==> config.mk <==
export PLATFORM = sky130hd
export DESIGN_NAME = dram_write_issue_queue
export DESIGN_NICKNAME = d
export VERILOG_FILES = /design/src/rtl/dram_write_issue_queue.sv
export SDC_FILE = /design/constraint.sdc
export NUM_CORES = 1
export LEC_CHECK = 0
export BUFFER_PORTS_ARGS = -buffer_cell sky130_fd_sc_hd__buf_2
export CORE_MARGIN = 4
export CORE_UTILIZATION = 63
export DETAILED_ROUTE_END_ITERATION = 6
export PLACE_DENSITY = 0.85
export SYNTH_ARGS = -nofsm -noshare
export SYNTH_HDL_FRONTEND = slang
export SYNTH_SLANG_ARGS = --single-unit
==> constraint.sdc <==
create_clock -name clk -period 7.9 [get_ports clk]
set_clock_uncertainty 0.05 [all_clocks]
set_input_delay 1.185 -clock clk [delete_from_list [all_inputs] [get_ports clk]]
set_output_delay 1.185 -clock clk [all_outputs]
set_load 0.01 [all_outputs]
==> src/rtl/dram_write_issue_queue.sv <==
`timescale 1ns/1ps
// Purpose : buffers latched DRAM write beats and issues them on a valid/ready port, tracking unacked writes and flush/drain.
// Latency : a beat accepted at edge N is presented as dram_req_valid from edge N; one issue per cycle when ready and under the outstanding limit.
// Backpress: be_stall from registered state only (FIFO full or not in RUN); in_valid while stalled drops the beat and sets err.
//
// Ports:
//   clk, n_rst                         clock, async active-low reset
//   in_valid/in_wdata/in_addr/in_mask  write beat from the latch
//   be_stall                           upstream must hold off in_valid
//   dram_req_*                         head-of-queue write request, valid/ready
//   dram_resp_valid                    one write acknowledged
//   flush_req / flush_done             start drain / one-cycle drain-complete pulse
//   outstanding, idle, err             unacked count, quiescent flag, sticky protocol error
module dram_write_issue_queue #(
    parameter int DEPTH           = 4,
    parameter int MAX_OUTSTANDING = 8,
    parameter int DRAM_ADDR_WIDTH = 32,
    parameter int MASK_WIDTH      = 5
) (
    input  logic                               clk,
    input  logic                               n_rst,
    input  logic                               in_valid,
    input  logic [63:0]                        in_wdata,
    input  logic [DRAM_ADDR_WIDTH-1:0]         in_addr,
    input  logic [MASK_WIDTH-1:0]              in_mask,
    output logic                               be_stall,
    output logic                               dram_req_valid,
    output logic [DRAM_ADDR_WIDTH-1:0]         dram_req_addr,
    output logic [63:0]                        dram_req_wdata,
    output logic [MASK_WIDTH-1:0]              dram_req_mask,
    input  logic                               dram_req_ready,
    input  logic                               dram_resp_valid,
    input  logic                               flush_req,
    output logic                               flush_done,
    output logic [$clog2(MAX_OUTSTANDING):0]   outstanding,
    output logic                               idle,
    output logic                               err
);

    localparam int PW = $clog2(DEPTH);
    localparam int CW = PW + 1;
    localparam int OW = $clog2(MAX_OUTSTANDING) + 1;

    typedef enum logic [1:0] {
        ST_RUN,
        ST_DRAIN,
        ST_DONE
    } state_t;

    state_t state;
    state_t state_nxt;

    logic [DRAM_ADDR_WIDTH-1:0] addr_mem [DEPTH];
    logic [63:0]                data_mem [DEPTH];
    logic [MASK_WIDTH-1:0]      mask_mem [DEPTH];

    logic [PW-1:0] head;
    logic [PW-1:0] tail;
    logic [CW-1:0] count;
    logic [CW-1:0] count_nxt;
    logic [OW-1:0] out_nxt;

    logic enq;
    logic deq;
    logic resp_ok;
    logic err_set;

    // Stall is derived from registered state only: a full FIFO refuses input
    // even when the head is leaving in the same cycle.
    assign be_stall       = (count == CW'(DEPTH)) || (state != ST_RUN);
    assign dram_req_valid = (count != '0) && (outstanding < OW'(MAX_OUTSTANDING));

    // Head entry drives the request; it cannot change while valid && !ready
    // because head only moves on a handshake.
    assign dram_req_addr  = addr_mem[head];
    assign dram_req_wdata = data_mem[head];
    assign dram_req_mask  = mask_mem[head];

    assign enq     = in_valid && !be_stall;
    assign deq     = dram_req_valid && dram_req_ready;
    // An ack with nothing outstanding is a protocol error and must not wrap the counter.
    assign resp_ok = dram_resp_valid && (outstanding != '0);
    assign err_set = (in_valid && be_stall) || (dram_resp_valid && (outstanding == '0));

    assign count_nxt = count + CW'(enq) - CW'(deq);
    assign out_nxt   = outstanding + OW'(deq) - OW'(resp_ok);

    assign flush_done = (state == ST_DONE);
    assign idle       = (count == '0) && (outstanding == '0) && (state == ST_RUN);

    // Drain/flush sequencing.
    always_comb begin
        state_nxt = state;
        case (state)
            ST_RUN: begin
                if (flush_req) begin
                    state_nxt = ST_DRAIN;
                end
            end
            ST_DRAIN: begin
                // Look at next-cycle occupancy so DONE follows the last ack edge directly.
                if ((count_nxt == '0) && (out_nxt == '0)) begin
                    state_nxt = ST_DONE;
                end
            end
            ST_DONE: begin
                state_nxt = ST_RUN;
            end
            default: begin
                state_nxt = ST_RUN;
            end
        endcase
    end

    always_ff @(posedge clk or negedge n_rst) begin
        if (!n_rst) begin
            state <= ST_RUN;
        end else begin
            state <= state_nxt;
        end
    end

    always_ff @(posedge clk or negedge n_rst) begin
        if (!n_rst) begin
            head        <= '0;
            tail        <= '0;
            count       <= '0;
            outstanding <= '0;
            err         <= 1'b0;
        end else begin
            if (enq) begin
                tail <= tail + PW'(1);
            end
            if (deq) begin
                head <= head + PW'(1);
            end
            count       <= count_nxt;
            outstanding <= out_nxt;
            if (err_set) begin
                err <= 1'b1;
            end
        end
    end

    // Storage is reset so the request fields read as zero out of reset.
    always_ff @(posedge clk or negedge n_rst) begin
        if (!n_rst) begin
            for (int i = 0; i < DEPTH; i++) begin
                addr_mem[i] <= '0;
                data_mem[i] <= '0;
                mask_mem[i] <= '0;
            end
        end else if (enq) begin
            addr_mem[tail] <= in_addr;
            data_mem[tail] <= in_wdata;
            mask_mem[tail] <= in_mask;
        end
    end

endmodule

Yosys cells after proc, flatten, opt, wreduce, memory -nomap -nowiden. Index checks and enable logic that the tools add are counted.

Flip-flop bits (word level): 418. Input port bits: 107. Output and inout port bits: 110. Logic and storage cells: 78.

$add $sub $neg: 6. $lt $le $gt $ge: 4. Equal/unequal tests: 5. Multiplexer cells: 21. Bitwise logic cells: 2. Reductions and logical operators: 22.

Operator list (number): $bwmux 256 (1); $mux 64 (3); $bmux 64 s2 (1); $bwmux 128 (1); $demux 64 s2 (1); $mux 32 (3); $bmux 32 s2 (1); $demux 32 s2 (1); $bwmux 20 (1); $mux 5 (3); $bmux 5 s2 (1); $demux 5 s2 (1); $logic_and 1x1->1 (10); $logic_not 4->1 (2); $ge 3x3->1 const B (2); $logic_not 3->1 (2); $not 2->3 (2); $add 2x1->2 const B (2); $add 4x1->4 (1); $lt 4x4->1 const B (1); $mux 2 (2); $ne 2x2->1 const B (2); $pmux 2 s2 (1); $reduce_bool 4->1 (1); 13 further kinds (14).

Logic depth before layout (Yosys ltp).
Word-level depth: 10. Depth in mapped cells: 13. Depth with buffers taken out: 13.

Worst setup path after synthesis. OpenSTA, ideal clock, no wires.

Kind: input-to-reg. Start point: in in_valid. End point: reg state[1]. Setup time: 0.068 ns. Arrival time: 3.676 ns. Data required time: 7.782 ns. Setup slack: 4.106 ns. Cell stages on the path: 12. Buffers on the path: 0. Cells stage by stage: inv_1 > a2111oi_4 > inv_1 > ha_1 > inv_1 > ha_1 > inv_1 > fa_1 > inv_1 > or4_1 > nor3_1 > and4b_1.

Longest elaborated chain between the ends: 7.

RTL lines: start, declared (RTL line 22) `input logic in_valid,`; $logic_and 1x1->1 (RTL line 79) `assign enq = in_valid && !be_stall;`; $add 3x1->3 (RTL line 85) `assign count_nxt = count + CW'(enq) - CW'(deq);`; $sub 3x1->3 (RTL line 85); net count_nxt[1] (RTL line 60) `logic [CW-1:0] count_nxt;`; $logic_not 3->1 (RTL line 102) `if ((count_nxt == '0) && (out_nxt == '0)) begin`; $logic_and 1x1->1 (RTL line 102); $ne 2x2->1 (no source line); $reduce_and 2->1 (no source line); end signal, assigned (RTL line 119) `state <= state_nxt;`; end, declared (RTL line 50) `state_t state;`.

The timed path passes the listed nets, and every way through them passes these cells. A chain may end at the register's enable or synchronous reset.

Final worst setup path.
Start point: reg head[0]. End point: out dram_req_wdata[11].

Longest elaborated chain between the ends: 4.

RTL lines: start, declared (RTL line 57) `logic [PW-1:0] head;`; start signal, assigned (RTL line 135) `head <= head + PW'(1);`; $not 2->3 (implied by the code) (RTL line 76) `assign dram_req_wdata = data_mem[head];`; $bmux 64 s2 (RTL line 76); $mux 64 (implied by the code) (2 in series) (RTL line 76); end, declared (RTL line 29) `output logic [63:0] dram_req_wdata,`.

No other way between the ends. The select of a mux whose other input is x is not followed.

==> results.cfg <==
[placed_design]
placed_area_um2 = 19400
dpl_worst_slack_ps = 3530
post-dp-hpwl_um = 21700
numPortBuffers = 216
place.gp.congestion = 0.746
dp_cells = 1595

[worst_setup_path]
reg2reg_depth = 12
r2r-start = count[1]
reg2reg_to = state[1]
path_class = register to output pin
cp.arrival_ps = 3030
critPathMaxFanout = 38
worst_setup_path_start_kind = register
worstSetupEndpointType = output pin
regToRegSetupSlack_ps = 4270
crit_required_ps = 6660

[cells_and_area]
design_area_um2 = 20900
stdcell_count = 1672
finalNetCount = 1375
utilization_pct = 72.7
area_growth_pct = 14.1
nFillCells = 1804
final-seq-area_um2 = 10500
multi_input_area_um2 = 7260
layout-drive-gt1-share_pct = 62.5

[yosys]
ys_types = 27
yosysMostFrequentCell = dfrtp_1
synth_area_per_cell_um2 = 17.4
synth_common_cells = dfrtp_1 (418), mux2_2 (404), mux4_2 (101)
synth_edf_count = 0
yosysSeqAreaShare_pct = 57.2
ys_ff_latch = 418
syn_nets = 1172
synth.cell_area_um2 = 18300
synthTopCellsByArea = dfrtp_1 (57%), mux2_2 (25%), mux4_2 (12%)
yosysTopAreaCell = dfrtp_1
synthArstFlopShare_pct = 100
yosysTopAreaCellShare_pct = 57.2
yosys_warnings = 0
synth_ff_type = dfrtp_1
synth_cells = 1052

[clocking]
hold_buffers = 0
htree_levels = 2
cts_sinks = 418
cts.reportedPaths.clkPinSlew_ps = 60
post_cts_resized = 0
cts-root-buf = clkbuf_16
post-cts-setup-buffers = 0
cts_tree = built
worstSkewPairLatency_ps = 520
cts_buffers = 42
clock_path_buffers = 3

[drt]
dr_total_vias = 9864
firstDrtPassIters = 4
postRouteAntennaNets = 0
first_iter_violations = 446
wire_per_inst_um = 21.4
drc = 0
routed_wl_um = 35800
vias_per_cell = 5.90

[min_path]
hold_depth = 1
min_path_type = register to register
min-delay-start = err
min_to = err

[power_and_ir_drop]
p_leak_nw = 10.6
p_per_area_nw_per_um2 = 393
total_power_mw = 8.20
peakVddDrop_v = 0.000293

[die]
die_area_um2 = 31800
die_h_um = 178
start_util_pct = 63.8
rows = 62
coreArea_um2 = 28700
die_w_um = 178
ios = 217

[timing]
setup_tns_ps = 0
period_needed_ps = 4270
rsz0062_at_grt = no
maxSlewViolCount = 0
holdWs_ps = 441
setup_viol = 0
timing.fmax_mhz = 234
worst_slack_ps = 3630
worst_slew_pin_slew_ps = 942
post-route-period-util_pct = 54.0
relSlewSlack_pct = 37.2
hold_viol = 0

[grt]
first_global_vias = 10900
grtUsageTotal_pct = 22.8
antenna_found_initial = 7
gr-total-overflow = 0
grt_pass1_wl_um = 57800
grt_max_degree = 177

[flow_run]
maxCapViolCount = 0

[outcome]
status = complete, no violations
[area by class of cell]
type                       instances  share of cell area, %
clock inverter                    12                  0.767
clock buffer                      61                   6.02
timing repair buffer             226                   5.65
tap                              384                   2.30
inverter                          16                  0.288
antenna                            4                 0.0479
sequential                       418                   50.1
multi-input combinational        551                   34.8
[logic make-up (layout without fill, tap and decap cells)]
logic type	after synthesis	count (layout)	synth area share [%]
flops	418	418	57.2
fa+ha+maj	13	13	0.971
buf+inv	83	315	3.32
xor+xnor	7	7	0.335
simple gates	19	19	0.533
other cells	0	4	0
mux	505	505	37.3
compound gates	7	7	0.397
[worst max-delay path by stage]
stage	slack, ps	to	startpoint
global route	3370	dram_req_addr[26]	head[0]
global placement	3590	state[1]	in_valid
floorplan	4110	state[1]	in_valid
CTS	3500	dram_req_addr[31]	head[0]
detailed placement	3530	state[1]	in_valid
finish	3630	dram_req_wdata[11]	head[0]
[worst max-delay path, stage by stage (launching register included)]
cell	delay [ps]
dfrtp_4	960
buf_4	750
mux4_2	610
buf_2	160
[cells in the final DEF (no fill, tap or decap), drive strengths merged]
master   instances
bufinv           4
a21oi            1
a311oi           1
a221o            1
o21ai            1
nand2            7
ha              11
clkinv           8
a2111oi          1
fa               2
xor2             1
and4b            1
clkbuf          61
nor2             3
diode            4
xnor2            6
inv             16
mux2           404
dfrtp          418
nor3b            2
a21o             1
nor3             3
mux4           101
a211o            1
or4              1
buf            226
nor2b            2
[where the power goes]
part           internal, mW  switching [mW]
clock network          1.23           0.790
registers              3.02           0.543
logic                  1.56            1.05
[registers in the layout (all words and copies together) (netlist names)]
register	cells
addr_mem	128
err	1
state	2
count	3
data_mem	256
outstanding	4
tail	2
mask_mem	20
head	2
[per-layer routing]
metal	routed length [µm]	part of all wire, %	global-route usage (%)	vias to the layer above
met4	949	2.6	6.14	6
met1	14800	41	30.0	5248
met3	2190	6.1	5.87	76
li1	-	-	-	4329
met2	17900	50	38.5	205
met5	41	0.11	0	-
No activity file was read; power rests on OpenSTA's default activity.
